--- config.mk ---
export PLATFORM = sky130hd
export DESIGN_NAME = div_unit
export DESIGN_NICKNAME = d
export VERILOG_FILES = /design/src/rtl/cpu_defs.sv /design/src/rtl/div_step.sv /design/src/rtl/div_unit.sv
export SDC_FILE = /design/constraint.sdc
export NUM_CORES = 1
export LEC_CHECK = 0
export BUFFER_PORTS_ARGS = -buffer_cell sky130_fd_sc_hd__buf_2
export CAP_MARGIN = 20
export CORE_ASPECT_RATIO = 0.8
export CORE_MARGIN = 2
export CORE_UTILIZATION = 40
export DETAILED_ROUTE_END_ITERATION = 16
export MAX_ROUTING_LAYER = met4
export SETUP_SLACK_MARGIN = 0.5
export SYNTH_ARGS = -nofsm -noshare
export SYNTH_HDL_FRONTEND = slang
export SYNTH_SLANG_ARGS = --single-unit
--- constraint.sdc ---
create_clock -name clk -period 7.3 [get_ports clk]
set_input_delay 1.46 -clock clk [delete_from_list [all_inputs] [get_ports clk]]
set_output_delay 1.46 -clock clk [all_outputs]
set_load 0.1 [all_outputs]
--- src/rtl/cpu_defs.sv ---
// Shared CPU definitions: divider FSM states, default datapath width and
// the quotient returned for a divide by zero.
package cpu_defs;

   localparam int unsigned DIV_WIDTH = 32;

   typedef enum logic [1:0] {
      DIV_IDLE,
      DIV_BUSY,
      DIV_DONE
   } div_state_t;

   localparam logic [DIV_WIDTH-1:0] DIV_ZERO_Q = '1;

endpackage

--- src/rtl/div_step.sv ---
// One restoring-division iteration on magnitudes: shift {rem,quo} left,
// subtract the divisor and keep the difference when it is non-negative.
module div_step #(
   parameter int unsigned WIDTH = 32
) (
   input  logic [WIDTH-1:0] rem,
   input  logic [WIDTH-1:0] quo,
   input  logic [WIDTH-1:0] divisor,
   output logic [WIDTH-1:0] rem_next,
   output logic [WIDTH-1:0] quo_next
);

   logic [WIDTH:0] shifted;
   logic [WIDTH:0] trial;

   always_comb begin
      shifted = {rem, quo[WIDTH-1]};
      trial   = shifted - {1'b0, divisor};
      // rem < divisor is invariant, so a non-negative trial always fits WIDTH bits
      if (!trial[WIDTH]) begin
         rem_next = trial[WIDTH-1:0];
         quo_next = {quo[WIDTH-2:0], 1'b1};
      end else begin
         rem_next = shifted[WIDTH-1:0];
         quo_next = {quo[WIDTH-2:0], 1'b0};
      end
   end

endmodule

--- src/rtl/div_unit.sv ---
// Multi-cycle radix-2 restoring divider for the EXE stage (DIV/DIVU).
// Raises stall_div from accept until the last iteration; result in DONE.
module div_unit
   import cpu_defs::*;
#(
   parameter int unsigned WIDTH = DIV_WIDTH,
   parameter int unsigned CNT_W = 6
) (
   input  logic             clk,
   input  logic             resetn,
   input  logic             start,
   input  logic             signed_div,
   input  logic [WIDTH-1:0] dividend,
   input  logic [WIDTH-1:0] divisor,
   input  logic             flush,
   output logic             stall_div,
   output logic             result_valid,
   output logic [WIDTH-1:0] quotient,
   output logic [WIDTH-1:0] remainder
);

   div_state_t       state;
   logic [CNT_W-1:0] cnt;
   logic [WIDTH-1:0] rem_q;
   logic [WIDTH-1:0] quo_q;
   logic [WIDTH-1:0] dvsr_q;
   logic             sign_q;
   logic             sign_r;
   logic             dzero_q;
   logic             rv_q;
   logic [WIDTH-1:0] rem_nx;
   logic [WIDTH-1:0] quo_nx;
   logic             a_neg;
   logic             b_neg;
   logic [WIDTH-1:0] a_mag;
   logic [WIDTH-1:0] b_mag;

   always_comb begin
      a_neg = signed_div & dividend[WIDTH-1];
      b_neg = signed_div & divisor[WIDTH-1];
      a_mag = a_neg ? -dividend : dividend;
      b_mag = b_neg ? -divisor : divisor;
   end

   // Gated by resetn so no stall is requested while the block is held in reset
   assign stall_div = resetn &
                      (((state == DIV_IDLE) & start & ~flush) | (state == DIV_BUSY));

   assign result_valid = rv_q & ~flush;

   div_step #(.WIDTH(WIDTH)) u_step (
      .rem      (rem_q),
      .quo      (quo_q),
      .divisor  (dvsr_q),
      .rem_next (rem_nx),
      .quo_next (quo_nx)
   );

   always_ff @(posedge clk or negedge resetn) begin
      if (!resetn) begin
         state     <= DIV_IDLE;
         cnt       <= '0;
         rem_q     <= '0;
         quo_q     <= '0;
         dvsr_q    <= '0;
         sign_q    <= 1'b0;
         sign_r    <= 1'b0;
         dzero_q   <= 1'b0;
         rv_q      <= 1'b0;
         quotient  <= '0;
         remainder <= '0;
      end else begin
         rv_q <= 1'b0;
         case (state)
            DIV_IDLE: begin
               if (start && !flush) begin
                  rem_q   <= '0;
                  quo_q   <= a_mag;
                  dvsr_q  <= b_mag;
                  sign_q  <= a_neg ^ b_neg;
                  sign_r  <= a_neg;
                  dzero_q <= (divisor == '0);
                  cnt     <= '0;
                  state   <= DIV_BUSY;
               end
            end
            DIV_BUSY: begin
               if (flush) begin
                  state <= DIV_IDLE;
               end else begin
                  rem_q <= rem_nx;
                  quo_q <= quo_nx;
                  cnt   <= cnt + CNT_W'(1);
                  // Final iteration: results are registered straight from the step outputs
                  if (cnt == CNT_W'(WIDTH - 1)) begin
                     state     <= DIV_DONE;
                     rv_q      <= 1'b1;
                     quotient  <= dzero_q ? WIDTH'(DIV_ZERO_Q) :
                                  (sign_q ? -quo_nx : quo_nx);
                     remainder <= sign_r ? -rem_nx : rem_nx;
                  end
               end
            end
            DIV_DONE: begin
               state <= DIV_IDLE;
            end
            default: begin
               state <= DIV_IDLE;
            end
         endcase
      end
   end

endmodule

* After elaboration in Yosys (flattened, before gate mapping) *
Index checks and enable logic that the tools add are counted.

storage, ports and cells
  flip-flop bits (word level) = 172
  input bits = 69
  output and inout bits = 66

cells by class
  add/subtract/negate cells = 6
  equal/unequal tests = 5
  mux-type cells = 23
  bitwise operators = 9
  reductions and logical operators = 9

operator list
  cell                   count
  $mux W32               10
  $neg A32 Y32           4
  $pmux W32 S2           2
  $sub A33 B32 Y33       1
  $logic_not A32 Y1      1
  $mux W6                2
  $pmux W6 S2            1
  $add A6 B1 Y6 const B  1
  $and A1 B1 Y1          6
  $eq A6 B5 Y1 const B   1
  $mux W2                3
  $reduce_and A3 Y1      2
  $mux W1                4
  $pmux W2 S2            1
  $reduce_and A2 Y1      2
  $ne A3 B2 Y1 const B   1
  $eq A2 B1 Y1 const B   1
  $logic_not A2 Y1       1
  $ne A2 B1 Y1 const B   1
  $ne A2 B2 Y1 const B   1
  $reduce_bool A2 Y1     1
  $logic_and A1 B1 Y1    1
  $logic_not A1 Y1       1
  $not A1 Y1             1
  other kinds (2)        2

* Logic depth before layout (Yosys ltp) *
  depth in word-level cells = 5
  mapped depth = 24
  gate-level depth less buffers = 21

* Modules after synthesis *
From an unflattened synthesis, not the netlist that was laid out.

unflattened totals
  cells, all modules = 1459
  area, all modules = 12117.9 µm²

modules (own cells, without submodules)
  module    times used  cells an instance  area each (µm²)
  div_unit  1           1117               9629.2
  div_step  1           342                2488.6

* Worst setup path after synthesis *
Ideal clock, no wire load.

  path type = input -> output
  start point = in flush
  end point = out stall_div
  data arrival time = 4505 ps
  data required time = 5840 ps
  setup slack = 1335 ps
  stages = 3
  buffers on the path = 1
  path through = or4b_2 > clkbuf_1 > a21boi_0

on the way
  longest elaborated chain between the ends = 4

RTL lines
  what                  RTL line        RTL
  start: declaration    div_unit.sv:15  input logic flush,
  $not A1 Y1 (no line)  -
  $and A1 B1 Y1         div_unit.sv:47  (((state == DIV_IDLE) & start & ~flush) | (state == DIV_BUSY));
  $or A1 B1 Y1          div_unit.sv:47
  $and A1 B1 Y1         div_unit.sv:46  assign stall_div = resetn &
  end: declaration      div_unit.sv:16  output logic stall_div,

Every way passes these cells.

* Worst setup path in the final report *
  start point = reg quo_q[31]
  end point = reg remainder[26]

on the way
  longest elaborated chain between the ends = 4

RTL lines
  what                      RTL line         RTL
  start: declaration        div_unit.sv:25   logic [WIDTH-1:0] quo_q;
  start signal: assignment  div_unit.sv:78   quo_q <= a_mag;
  start signal: assignment  div_unit.sv:92   quo_q <= quo_nx;
  $sub A33 B32 Y33          div_step.sv:18   trial = shifted - {1'b0, divisor};
  $mux W32 (*)              div_step.sv:20   if (!trial[WIDTH]) begin
  $neg A32 Y32              div_unit.sv:100  remainder <= sign_r ? -rem_nx : rem_nx;
  $mux W32 (*)              div_unit.sv:100
  end signal: assignment    div_unit.sv:100
  end: declaration          div_unit.sv:19   output logic [WIDTH-1:0] remainder

Every way passes the cells marked *; elsewhere a longest branch is shown, timed or not.
A chain may end at the register's enable or synchronous reset.

==> flow_summary.yaml <==
clocking:
  clock_tree_buffer_depth: 2
  cts_resized: 0
  root_buffer: "clkbuf_16"
  tritoncts_num_sinks: 172
  htree_num_levels: 4
  cts_hold_buf: 0
  clk_latency_ps: 440
  numCtsBuffers: 17
  tritoncts: "yes"
  clkSlewWorstSetupHoldPaths_ps: 70
  postCtsSetupBuffers: 0
finish:
  drive_above_1_share: 0.136
  fill_cells: 2950
  syn_to_final_growth_pct: 13.3
  mostFrequentLayoutCells: "nand2_1, o21ai_0, dfrtp_1"
  finalNetCount: 1675
  layout.cells.most_common: "nand2_1"
place:
  dp_slack_ps: 2350
  half_perimeter_wire_length_after_placement_mm: 27.2
  routabilityCongestion: 0.952
  io_buffers: 134
worst_setup_path:
  master_of_the_slowest_instance_on_the_critical_path: "o21ai_1"
  path_depth: 21
  cpLargestDelayFamily: "compound AO/OA/AOI/OAI gates"
  cpPeakStageDelay_ps: 450
  worstReg2RegStart: "quo_q[31]$_DFFE_PN0P_"
  critical_path.n_buffers_inverters: 2
  critPathCapture: "remainder[26]$_DFFE_PN0P_"
  worst_ep_required_time_ps: 7590
  critical_path.startpoint_type: "register"
  critical_path.cell_chain: "inv_1 > ha_1 > fa_1 > nand2b_1 > a21oi_2 > o21ai_1 > o21ai_1 > a31oi_4 > xnor2_4 > inv_2 > nor2_1 > a21oi_1 > ha_1 > nand2_1 > or3_1 > nor3_1 > mux2i_1 > o21bai_1 > o41a_1 > xnor2_1 > o21ai_1"
  startpoint: "quo_q[31]$_DFFE_PN0P_"
  r2r_cells: 21
  reg2reg_slack_ps: 2280
  kind_of_critical_path: "register to register"
  cpMostUsedCell: "o21ai_1"
  critPathMaxFanout: 9
  r2r-end: "remainder[26]$_DFFE_PN0P_"
  critPathArrivalTime_ps: 5310
  worst_setup_path_end_kind: "register"
timing:
  fmax_ghz: 0.199
  timing.slew.headroom: 0.322
  timing_worst_slew_pin_value_ps: 1020
  post-route-worst-setup-slack_ps: 2280
  timing.final.crit_share: 0.688
  fin_tns_setup_ps: 0
  time_the_worst_path_needs_with_i_o_delays_and_setup_ps: 5020
  endpoints_failing_setup: 0
  timing_max_transition_violations_final: 0
  unrepaired_setup_endpoints_after_global_routing: "false"
  report.final.hold_viol_count: 0
  fin_skew_ps: 13.8
global_routing:
  initial_antenna_violation_count: 1
  globalRoute.totalOverflow: 0
  grt_overall_usage: 0.235
  largest_net_degree_at_the_start_of_global_routing: 72
  wire_length_of_the_first_global_routing_pass_mm: 56.1
  number_of_global_route_vias_before_repair: 9832
detailed_routing:
  antenna_left: 0
  drc: 0
  detail_route.vias_per_cell: 5.58
  routedWlPerCell_um: 18.2
  num_vias: 10918
  drt_iter0_drc: 987
  routed_wl_mm: 35.6
  detail_route.first_pass.iterations: 5
logic_synthesis:
  synth_enable_flop_cells: 0
  avgSynthCellArea_um2: 8.11
  synth.cell_area_um2: 12000
  seq_area_frac_synth: 0.359
  syn_nets: 1584
  synth_cells: 1477
  synthArstFlopShare: 1.00
  yosysUniqueCellTypes: 85
  yosys_warnings: 0
  ys_seq_elements: 172
  dominantRegCellSynth: "dfrtp_1"
floorplan:
  dieArea_um2: 31400
  dieWidth_um: 198
  die_height_um: 159
  ioPinCount: 135
  core_region_area_um2: 29400
  initial_core_util: 0.407
  floorplan.rows: 56
hold_path:
  hp-class: "register to register"
flow_run:
  drv_cap: 0
power_and_ir_drop:
  power_density_nw_per_um2: 454
  leakagePower_uw: 0.00616
  worst_ir_drop_vdd_mv: 0.202
status:
  run_status: "completed"
-- stage by stage --
stage                     total power (uW)  std cells  hold slack [ps]  cell area [um2]   util
after global routing                  6600       1958              505            13600  0.461
after floorplan                       4080       1477              450            12000      -
after global placement                5050       1926              461            12900  0.440
after CTS                             6090       1957              481            13600  0.461
final                                 6160       1958              479            13600  0.461
after detailed placement              5070       1926              465            12900  0.440
-- worst register-to-register path, delay by kind of cell (launching register included) --
kind,cells,cell delay [ps]
AO/OA/AOI/OAI,8,1930
adder cells (fa/ha/maj),3,920
AND/OR/NAND/NOR,5,820
flip-flops,1,420
XOR/XNOR,2,320
multiplexers,1,260
buffers and inverters,2,220
-- synthesized netlist by cell type (4+ instances only) --
library cell  count  area, um2
dfrtp_1         172       4300
mux2i_1          19        190
or4_1            16        120
or2_2             5       31.3
a21oi_1         124        621
nor2b_1           6       37.5
clkbuf_1         51        191
o211ai_1          6       45.0
o21bai_1          8       60.1
o21ai_0         173        866
a211oi_1          7       52.6
buf_2            16       80.1
nand4_1          15       93.8
nand3_1          16       80.1
a21o_1           11       82.6
inv_1            51        191
nor3_1           29        145
buf_1             6       22.5
nor4_1           11       68.8
o31ai_1          31        233
mux2_2            4       45.0
nand2b_1         13       81.3
nor2_1          131        492
o41ai_1          15        131
o21a_1           11       82.6
and2_1            8       50.1
a31oi_1           8       50.1
xnor2_1          60        526
or3_1            19        119
xor2_1           80        701
a22o_1            4       35.0
o21ai_1          15       75.1
nand2_1         220        826
ha_1             37        463
-- worst min-delay path by stage --
stage	endpoint	depth (start not counted)	from	slack, ps
after detailed placement	quotient[2]$_DFFE_PN0P_	2	quotient[2]$_DFFE_PN0P_	460
after floorplan	dvsr_q[10]$_DFFE_PN0P_	2	dvsr_q[10]$_DFFE_PN0P_	450
after global placement	remainder[25]$_DFFE_PN0P_	2	remainder[25]$_DFFE_PN0P_	460
after CTS	quotient[2]$_DFFE_PN0P_	2	quotient[2]$_DFFE_PN0P_	480
after global routing	remainder[4]$_DFFE_PN0P_	2	remainder[4]$_DFFE_PN0P_	500
final	dvsr_q[0]$_DFFE_PN0P_	2	dvsr_q[0]$_DFFE_PN0P_	480
-- state kept, by name (all words and copies together) (netlist names) --
register   cells
dvsr_q        32
quo_q         32
quotient      32
rem_q         32
remainder     32
cnt            6
state          2
dzero_q        1
rv_q           1
sign_q         1
sign_r         1
-- metal layers --
layer,vias to the layer above,GRT usage,routed length (um)
li1,5419,-,-
met1,5150,0.393,19800
met2,333,0.280,13100
met3,16,0.0410,2450
met4,0,0.0448,305
met5,-,-,0
-- power by group --
part / total (uW) / switching (uW) / internal (uW)
Combinational: 3750 / 2370 / 1370
Sequential: 1410 / 291 / 1120
Clock: 999 / 417 / 582
Total: 6160 / 3080 / 3080
-- final cells by class --
type | instances | area, um2 | share of cell area
well taps | 377 | 472 | 0.0347
inverters | 53 | 199 | 0.0147
flip-flops and latches | 172 | 4300 | 0.317
diodes | 1 | 2.50 | 0.000184
clock inverters | 13 | 204 | 0.0150
clock buffers | 18 | 429 | 0.0316
repair buffers | 147 | 774 | 0.0570
multi-input cells | 1177 | 7190 | 0.530
-- cells by family after synthesis --
logic type	share of synthesized area
xor gates and xnor gates	0.105
AOI/OAI and AO/OA	0.236
and+or+nand+nor	0.196
adders and majority gates	0.0403
buffers and inverters	0.0427
muxes	0.0209
DFF	0.359
(Power assumes the default switching activity.)
